===== config.mk =====
export PLATFORM = sky130hd
export DESIGN_NAME = asp_irq_aggregator_flat
export DESIGN_NICKNAME = d
export VERILOG_FILES = /design/src/rtl/dc_bsp_pkg.sv /design/src/rtl/asp_irq_aggregator_if.sv /design/src/rtl/asp_irq_source_latch.sv /design/src/rtl/asp_irq_aggregator.sv /design/src/flat_wrapper.sv
export SDC_FILE = /design/constraint.sdc
export NUM_CORES = 1
export LEC_CHECK = 0
export ABC_AREA = 1
export CORE_MARGIN = 10
export CORE_UTILIZATION = 30
export DETAILED_ROUTE_END_ITERATION = 8
export SYNTH_ARGS = -nofsm -noshare
export SYNTH_HDL_FRONTEND = slang
export SYNTH_SLANG_ARGS = --single-unit
export TNS_END_PERCENT = 5

===== constraint.sdc =====
create_clock -name clk -period 1.48 [get_ports clk]
set_input_delay 0.296 -clock clk [delete_from_list [all_inputs] [get_ports clk]]
set_output_delay 0.296 -clock clk [all_outputs]
set_load 0.05 [all_outputs]

===== src/rtl/dc_bsp_pkg.sv =====
// rtl/dc_bsp_pkg.sv - shared BSP constants and types used by the ASP interrupt aggregator
package dc_bsp_pkg;

  localparam logic [2:0] BSP_IRQ_EDGE_MASK     = 3'b101;
  localparam int         BSP_IRQ_HOLDOFF_WIDTH = 16;

  localparam logic [1:0] IRQ_CSR_PENDING = 2'd0;
  localparam logic [1:0] IRQ_CSR_ENABLE  = 2'd1;
  localparam logic [1:0] IRQ_CSR_RAW     = 2'd2;
  localparam logic [1:0] IRQ_CSR_HOLDOFF = 2'd3;

  typedef enum logic {
    IRQ_HOLD_IDLE = 1'b0,
    IRQ_HOLD_HOLD = 1'b1
  } irq_hold_state_e;

endpackage


===== src/rtl/asp_irq_aggregator_if.sv =====
// rtl/asp_irq_aggregator_if.sv - AVMM CSR window bundle for the interrupt aggregator
interface asp_irq_aggregator_if #(
  parameter int CSR_DATA_WIDTH = 64
);

  logic [1:0]                csr_address;
  logic                      csr_read;
  logic                      csr_write;
  logic [CSR_DATA_WIDTH-1:0] csr_writedata;
  logic [CSR_DATA_WIDTH-1:0] csr_readdata;
  logic                      csr_readdatavalid;
  logic                      csr_waitrequest;

  modport master (
    output csr_address, csr_read, csr_write, csr_writedata,
    input  csr_readdata, csr_readdatavalid, csr_waitrequest
  );

  modport slave (
    input  csr_address, csr_read, csr_write, csr_writedata,
    output csr_readdata, csr_readdatavalid, csr_waitrequest
  );

endinterface


===== src/rtl/asp_irq_source_latch.sv =====
// rtl/asp_irq_source_latch.sv - per-source edge/level detect with a write-1-to-clear pending bit
module asp_irq_source_latch #(
  parameter bit IS_EDGE = 1'b0
) (
  input  logic clk,
  input  logic reset_n,
  input  logic irq_in,
  input  logic irq_in_q,
  input  logic clr,
  output logic pending_next,
  output logic pending
);

  logic set_evt;
  logic pending_q;
  logic pending_d;

  // A new request beats a same-cycle clear; for level sources this also
  // keeps the bit set for as long as the input stays high.
  always_comb begin
    set_evt   = IS_EDGE ? (irq_in & ~irq_in_q) : irq_in;
    pending_d = set_evt | (pending_q & ~clr);
  end

  always_ff @(posedge clk or negedge reset_n) begin
    if (!reset_n) begin
      pending_q <= 1'b0;
    end else begin
      pending_q <= pending_d;
    end
  end

  assign pending_next = pending_d;
  assign pending      = pending_q;

endmodule


===== src/rtl/asp_irq_aggregator.sv =====
// rtl/asp_irq_aggregator.sv - pending/enable interrupt aggregator with re-arm holdoff and CSR window
module asp_irq_aggregator
  import dc_bsp_pkg::*;
#(
  parameter int                       NUM_IRQ        = 3,
  parameter int                       NUM_LINES      = 4,
  parameter logic [NUM_IRQ-1:0]       EDGE_MASK      = BSP_IRQ_EDGE_MASK,
  parameter logic [NUM_IRQ-1:0]       ENABLE_RESET   = '1,
  parameter int                       HOLDOFF_WIDTH  = BSP_IRQ_HOLDOFF_WIDTH,
  parameter logic [HOLDOFF_WIDTH-1:0] HOLDOFF_RESET  = '0,
  parameter int                       CSR_DATA_WIDTH = 64
) (
  input  logic                 clk,
  input  logic                 reset_n,
  input  logic [NUM_IRQ-1:0]   irq_in,
  output logic [NUM_LINES-1:0] irq_out,
  output logic                 irq_any,
  asp_irq_aggregator_if.slave  csr
);

  logic [NUM_IRQ-1:0]        irq_in_q;
  logic [NUM_IRQ-1:0]        pending_q;
  logic [NUM_IRQ-1:0]        pending_d;
  logic [NUM_IRQ-1:0]        pending_clr;
  logic [NUM_IRQ-1:0]        enable_q;
  logic [NUM_IRQ-1:0]        enable_d;
  logic [HOLDOFF_WIDTH-1:0]  holdoff_q;
  logic [HOLDOFF_WIDTH-1:0]  holdoff_d;
  logic [HOLDOFF_WIDTH-1:0]  cnt_q;
  logic [HOLDOFF_WIDTH-1:0]  cnt_d;
  irq_hold_state_e           state_q;
  irq_hold_state_e           state_d;
  logic [NUM_LINES-1:0]      irq_out_q;
  logic [NUM_LINES-1:0]      irq_out_d;
  logic                      irq_any_q;
  logic                      irq_any_d;
  logic [CSR_DATA_WIDTH-1:0] readdata_q;
  logic [CSR_DATA_WIDTH-1:0] readdata_d;
  logic                      rdv_q;
  logic                      rdv_d;
  logic                      pend_wr;
  logic                      en_wr;
  logic                      hold_wr;
  logic                      unused_wdata;

  assign pend_wr      = csr.csr_write && (csr.csr_address == IRQ_CSR_PENDING);
  assign en_wr        = csr.csr_write && (csr.csr_address == IRQ_CSR_ENABLE);
  assign hold_wr      = csr.csr_write && (csr.csr_address == IRQ_CSR_HOLDOFF);
  assign pending_clr  = pend_wr ? csr.csr_writedata[NUM_IRQ-1:0] : '0;
  assign unused_wdata = ^csr.csr_writedata;

  for (genvar i = 0; i < NUM_IRQ; i++) begin : g_src
    asp_irq_source_latch #(
      .IS_EDGE (EDGE_MASK[i])
    ) u_latch (
      .clk          (clk),
      .reset_n      (reset_n),
      .irq_in       (irq_in[i]),
      .irq_in_q     (irq_in_q[i]),
      .clr          (pending_clr[i]),
      .pending_next (pending_d[i]),
      .pending      (pending_q[i])
    );
  end

  always_comb begin
    enable_d  = en_wr   ? csr.csr_writedata[NUM_IRQ-1:0]       : enable_q;
    holdoff_d = hold_wr ? csr.csr_writedata[HOLDOFF_WIDTH-1:0] : holdoff_q;
  end

  // Holdoff arms only when software has just drained every enabled source;
  // the running count ignores later HOLDOFF writes.
  always_comb begin
    state_d = state_q;
    cnt_d   = cnt_q;
    case (state_q)
      IRQ_HOLD_IDLE: begin
        if (pend_wr && ((pending_d & enable_d) == '0) && (holdoff_q != '0)) begin
          state_d = IRQ_HOLD_HOLD;
          cnt_d   = holdoff_q;
        end
      end
      IRQ_HOLD_HOLD: begin
        cnt_d = cnt_q - HOLDOFF_WIDTH'(1);
        if (cnt_q == HOLDOFF_WIDTH'(1)) begin
          state_d = IRQ_HOLD_IDLE;
        end
      end
      default: begin
        state_d = IRQ_HOLD_IDLE;
        cnt_d   = '0;
      end
    endcase
  end

  always_comb begin
    irq_out_d = '0;
    if (state_q == IRQ_HOLD_IDLE) begin
      irq_out_d[NUM_IRQ-1:0] = pending_q & enable_q;
    end
    irq_any_d = |irq_out_d;
  end

  // Reads see register contents from before any write in the same cycle.
  always_comb begin
    readdata_d = '0;
    rdv_d      = csr.csr_read;
    if (csr.csr_read) begin
      case (csr.csr_address)
        IRQ_CSR_PENDING: readdata_d[NUM_IRQ-1:0]       = pending_q;
        IRQ_CSR_ENABLE:  readdata_d[NUM_IRQ-1:0]       = enable_q;
        IRQ_CSR_RAW:     readdata_d[NUM_IRQ-1:0]       = irq_in_q;
        IRQ_CSR_HOLDOFF: readdata_d[HOLDOFF_WIDTH-1:0] = holdoff_q;
        default:         readdata_d                    = '0;
      endcase
    end
  end

  always_ff @(posedge clk or negedge reset_n) begin
    if (!reset_n) begin
      irq_in_q   <= '0;
      enable_q   <= ENABLE_RESET;
      holdoff_q  <= HOLDOFF_RESET;
      cnt_q      <= '0;
      state_q    <= IRQ_HOLD_IDLE;
      irq_out_q  <= '0;
      irq_any_q  <= 1'b0;
      readdata_q <= '0;
      rdv_q      <= 1'b0;
    end else begin
      irq_in_q   <= irq_in;
      enable_q   <= enable_d;
      holdoff_q  <= holdoff_d;
      cnt_q      <= cnt_d;
      state_q    <= state_d;
      irq_out_q  <= irq_out_d;
      irq_any_q  <= irq_any_d;
      readdata_q <= readdata_d;
      rdv_q      <= rdv_d;
    end
  end

  assign irq_out               = irq_out_q;
  assign irq_any               = irq_any_q;
  assign csr.csr_readdata      = readdata_q;
  assign csr.csr_readdatavalid = rdv_q;
  assign csr.csr_waitrequest   = 1'b0;

endmodule


===== src/flat_wrapper.sv =====
// flat-port wrapper written by rule: the top's interface ports become plain ports
module asp_irq_aggregator_flat import dc_bsp_pkg::*;
#(
  parameter int                       NUM_IRQ        = 3,
  parameter int                       NUM_LINES      = 4,
  parameter logic [NUM_IRQ-1:0]       EDGE_MASK      = BSP_IRQ_EDGE_MASK,
  parameter logic [NUM_IRQ-1:0]       ENABLE_RESET   = '1,
  parameter int                       HOLDOFF_WIDTH  = BSP_IRQ_HOLDOFF_WIDTH,
  parameter logic [HOLDOFF_WIDTH-1:0] HOLDOFF_RESET  = '0,
  parameter int                       CSR_DATA_WIDTH = 64
)
  (clk, reset_n, irq_in, irq_out, irq_any, csr_csr_address, csr_csr_read, csr_csr_write, csr_csr_writedata, csr_csr_readdata, csr_csr_readdatavalid, csr_csr_waitrequest);
  asp_irq_aggregator_if #(.CSR_DATA_WIDTH(CSR_DATA_WIDTH)) csr_i ();
  input  logic clk;
  input  logic reset_n;
  input  logic [NUM_IRQ-1:0] irq_in;
  output logic [NUM_LINES-1:0] irq_out;
  output logic irq_any;
  input wire logic [$bits(csr_i.csr_address)-1:0] csr_csr_address;
  input wire logic [$bits(csr_i.csr_read)-1:0] csr_csr_read;
  input wire logic [$bits(csr_i.csr_write)-1:0] csr_csr_write;
  input wire logic [$bits(csr_i.csr_writedata)-1:0] csr_csr_writedata;
  output wire logic [$bits(csr_i.csr_readdata)-1:0] csr_csr_readdata;
  output wire logic [$bits(csr_i.csr_readdatavalid)-1:0] csr_csr_readdatavalid;
  output wire logic [$bits(csr_i.csr_waitrequest)-1:0] csr_csr_waitrequest;
  assign csr_i.csr_address = csr_csr_address;
  assign csr_i.csr_read = csr_csr_read;
  assign csr_i.csr_write = csr_csr_write;
  assign csr_i.csr_writedata = csr_csr_writedata;
  assign csr_csr_readdata = csr_i.csr_readdata;
  assign csr_csr_readdatavalid = csr_i.csr_readdatavalid;
  assign csr_csr_waitrequest = csr_i.csr_waitrequest;
  asp_irq_aggregator #(.NUM_IRQ(NUM_IRQ), .NUM_LINES(NUM_LINES), .EDGE_MASK(EDGE_MASK), .ENABLE_RESET(ENABLE_RESET), .HOLDOFF_WIDTH(HOLDOFF_WIDTH), .HOLDOFF_RESET(HOLDOFF_RESET), .CSR_DATA_WIDTH(CSR_DATA_WIDTH)) u_core (.clk(clk), .reset_n(reset_n), .irq_in(irq_in), .irq_out(irq_out), .irq_any(irq_any), .csr(csr_i));
endmodule

==> summary.txt <==
CTS
  – CTS Buf Count: 9
  – Clock buffer depth: 2
  – Clock insertion delay at the later pin of the skew report: 320 ps
  – Root Buffer: clkbuf_16
  – Clock transition at the registers of the reported paths: 50 ps
  – TritonCTS clock tree: built
  – Max H-tree Level: 3
  – Clock sink count: 63

Floorplan
  – Cell Rows: 39
  – Starting density of the core: 0.304
  – Core region area: 11400 sq um
  – Die boundary width: 127 microns
  – Floorplan die area: 16200 sq um
  – Count of boundary I/O pins: 144
  – Height of the chip: 127 microns

Synth
  – Synth Cell Area: 3460 sq um
  – Proportion of synthesized chip area in sequential cells: 0.457
  – Synthesized area per cell: 7.89 sq um
  – Total of flip-flops plus latches after synthesis: 63
  – Synth cell types: 30
  – Warnings, synthesis: 0
  – Instance count of the mapped netlist: 438

Worst setup path
  – CP Launch Type: flip-flop
  – Arrival time of the worst setup path: 1700 ps
  – Worst Path Class, Setup: flip-flop to flip-flop
  – Endpoint of the worst register-to-register path: u_core.cnt_q[13]
  – Crit path capture type: flip-flop
  – Data required, critical path: 1740 ps
  – Cell depth of the worst flop-to-flop path: 7
  – Critical path launch point: u_core.cnt_q[5]
  – Source of the worst register-to-register timing path: u_core.cnt_q[5]
  – Flop-to-flop setup slack: 50 ps
  – Endpoint of the worst setup timing path: u_core.cnt_q[13]
  – Critical-path maximum fanout: 3

Detailed routing
  – Number of vias per cell: 4.37
  – DR pass1 iterations: 4
  – Wirelength, routed: 9280 microns
  – Average detailed-routed wire length per instance: 13.8 microns
  – Total via count in the routed design: 2951
  – First DRT Iteration DRCs: 115
  – DRC violation count after routing: 0
  – Remaining antenna violation count after routing: 0

Power
  – Switching part of the total power: 0.298
  – Max rail drop VDD: 0.685 mV
  – Clock group share of total power: 0.394
  – Reg power frac: 0.401
  – Static leakage: 2.44 nW
  – P per Cell Area: 968 nW/um^2
  – Internal power: 3.38 mW
  – Combinational power share: 0.205
  – Sw Pwr: 1.43 mW

Global route
  – Global-route wire length before repair: 14900 microns
  – Vias in the first global route: 2975
  – Number of antenna violations at the first check in global routing: 0
  – Pin count of the biggest net entering global routing: 64
  – Gr usage total: 0.111
  – Global route overflow: 0

Placed design
  – Post-DP HPWL: 6660 microns
  – Final estimated routing congestion in global placement: 0.915
  – Number of buffers inserted by port buffering: 45

Timing
  – Setup repair after global routing missed its margin: yes
  – Fin. max-slew vios: 0
  – Final period demand of the worst path: 1430 ps
  – Final critical-path share of the clock period: 0.967
  – Number of setup violations in the final report: 0
  – Fin Clk Skew: 6.84 ps
  – Number of hold-slack violations in the final timing report: 0
  – Maximum clock frequency: 0.699 GHz
  – Worst Hold Margin: 368 ps

Finish
  – Fraction of final layout cells sized beyond drive strength 1: 0.301
  – Number of diodes: 0
  – Synth-to-layout area growth: 43.7%
  – Nets: 604
  – Final standard cell utilization of the core: 0.437

Hold path
  – Classification of the worst-slack hold path: input pin to flip-flop

Status
  – Outcome: completed

Job
  – Maximum Capacitance Violations: 0
==> cells in the final DEF, fill, tap and decap left out, drive strengths merged, types with 2 or more instances in the layout <==
cell type / count
a21oi: 19
a31oi: 2
buf: 67
clkbuf: 14
clkdlybuf4s50: 18
conb: 50
dfrtp: 60
dfstp: 3
dlygate4sd2: 2
dlymetal6s2s: 2
ha: 2
inv: 47
nand2: 104
nand3: 37
nand4: 4
nor2: 65
o21ai: 29
==> synthesized netlist by cell type (all sizes together) <==
library cell / number / area share
nor2: 65 / 0.073
dfstp: 3 / 0.023
nand3b: 1 / 0.0022
nand3: 37 / 0.055
a21oi: 19 / 0.031
buf: 55 / 0.12
o22ai: 1 / 0.0018
ha: 2 / 0.0072
conb: 1 / 0.0011
a221oi: 1 / 0.0025
nor4: 1 / 0.0018
nand4: 4 / 0.0072
o21ai: 29 / 0.044
o21bai: 1 / 0.0022
inv: 47 / 0.051
nand2: 103 / 0.13
clkbuf: 6 / 0.0065
dfrtp: 60 / 0.43
a31oi: 2 / 0.0036
==> how the worst min path moves through the flow <==
| stage | startpoint | end | cells after the start |
|---|---|---|---|
| floorplan | reset_n | u_core.cnt_q[0] | 0 |
| global placement | reset_n | u_core.csr.csr_readdatavalid | 2 |
| detailed placement | reset_n | u_core.csr.csr_readdatavalid | 2 |
| CTS | irq_in[2] | u_core.irq_in_q[2] | 1 |
| global route | csr_csr_writedata[0] | u_core.g_src[0].u_latch.pending | 4 |
| finish | csr_csr_writedata[0] | u_core.g_src[0].u_latch.pending | 4 |
==> timing repair <==
item | in CTS | in global routing
pin swaps | 0 | 25
cloned | 0 | 1
endpoints found under the setup margin | 17 | 17
hold endpoints to repair | 40 | 0
hold buffers | 1 | 0
buffers inserted | 0 | 6
resized for setup | 12 | 71
==> registers in the layout, summed over array words and instances, names as in the netlist <==
name,count
u_core.irq_any,1
u_core.irq_in_q,3
u_core.irq_out,3
u_core.holdoff_q,16
u_core.cnt_q,16
u_core.enable_q,3
u_core.g_src.u_latch.pending,3
u_core.state_q,1
u_core.csr.csr_readdata,16
u_core.csr.csr_readdatavalid,1
==> area by class of cell <==
type,instances,area [sq um]
Multi-Input combinational cell,317,1680
Fill cell,1099,6400
Clock buffer,13,260
Inverter,47,179
Timing Repair Buffer,91,1070
Sequential cell,63,1590
Clock inverter,1,5.00
Tap cell,143,179
==> power by group through the flow <==
stage	logic [mW]	clock network [mW]	registers, mW
global placement	0.942	0	1.95
global route	1.06	2.00	1.94
CTS	0.955	1.94	1.93
floorplan	0.580	0	2.02
detailed placement	0.951	0	1.96
finish	0.983	1.89	1.93
==> cell families (layout without fill, tap and decap cells) <==
logic type	count (synthesis)	after routing	synth area share
AND/OR/NAND/NOR	211	212	0.271
buffers and inverters	108	152	0.178
flip-flops	63	63	0.457
AO/OA/AOI/OAI	53	53	0.0851
adder cells (fa/ha/maj)	2	2	0.00724
other	1	50	0.00109
==> metrics by stage <==
step / setup TNS, ps / std cells / total power, mW / setup slack, ps / area, sq um
detailed placement: -16760 / 653 / 2.91 / -567 / 4380
CTS: -29.5 / 668 / 4.83 / -11.5 / 4680
global placement: -14350 / 653 / 2.90 / -496 / 4380
finish: 0 / 675 / 4.81 / 49.4 / 4960
global route: -242 / 675 / 5.00 / -60.0 / 4960
floorplan: 0 / 487 / 2.60 / 52.1 / 3640
==> layer usage <==
layer	vias up	wire length [microns]	track usage
met5	-	0	0
met4	0	112	0.0388
met3	9	614	0.0405
met2	93	4660	0.178
met1	1382	3900	0.134
li1	1467	-	-
==> worst max-delay path, cell delays in order (launching register included) <==
cell and delay [ps]:
dfrtp_1 460, nor2_4 150, nand2_1 120, nor2_1 160, a21oi_1 90, o21ai_0 250, nand2_2 90, nand2_2 50
(Power assumes the default switching activity.)
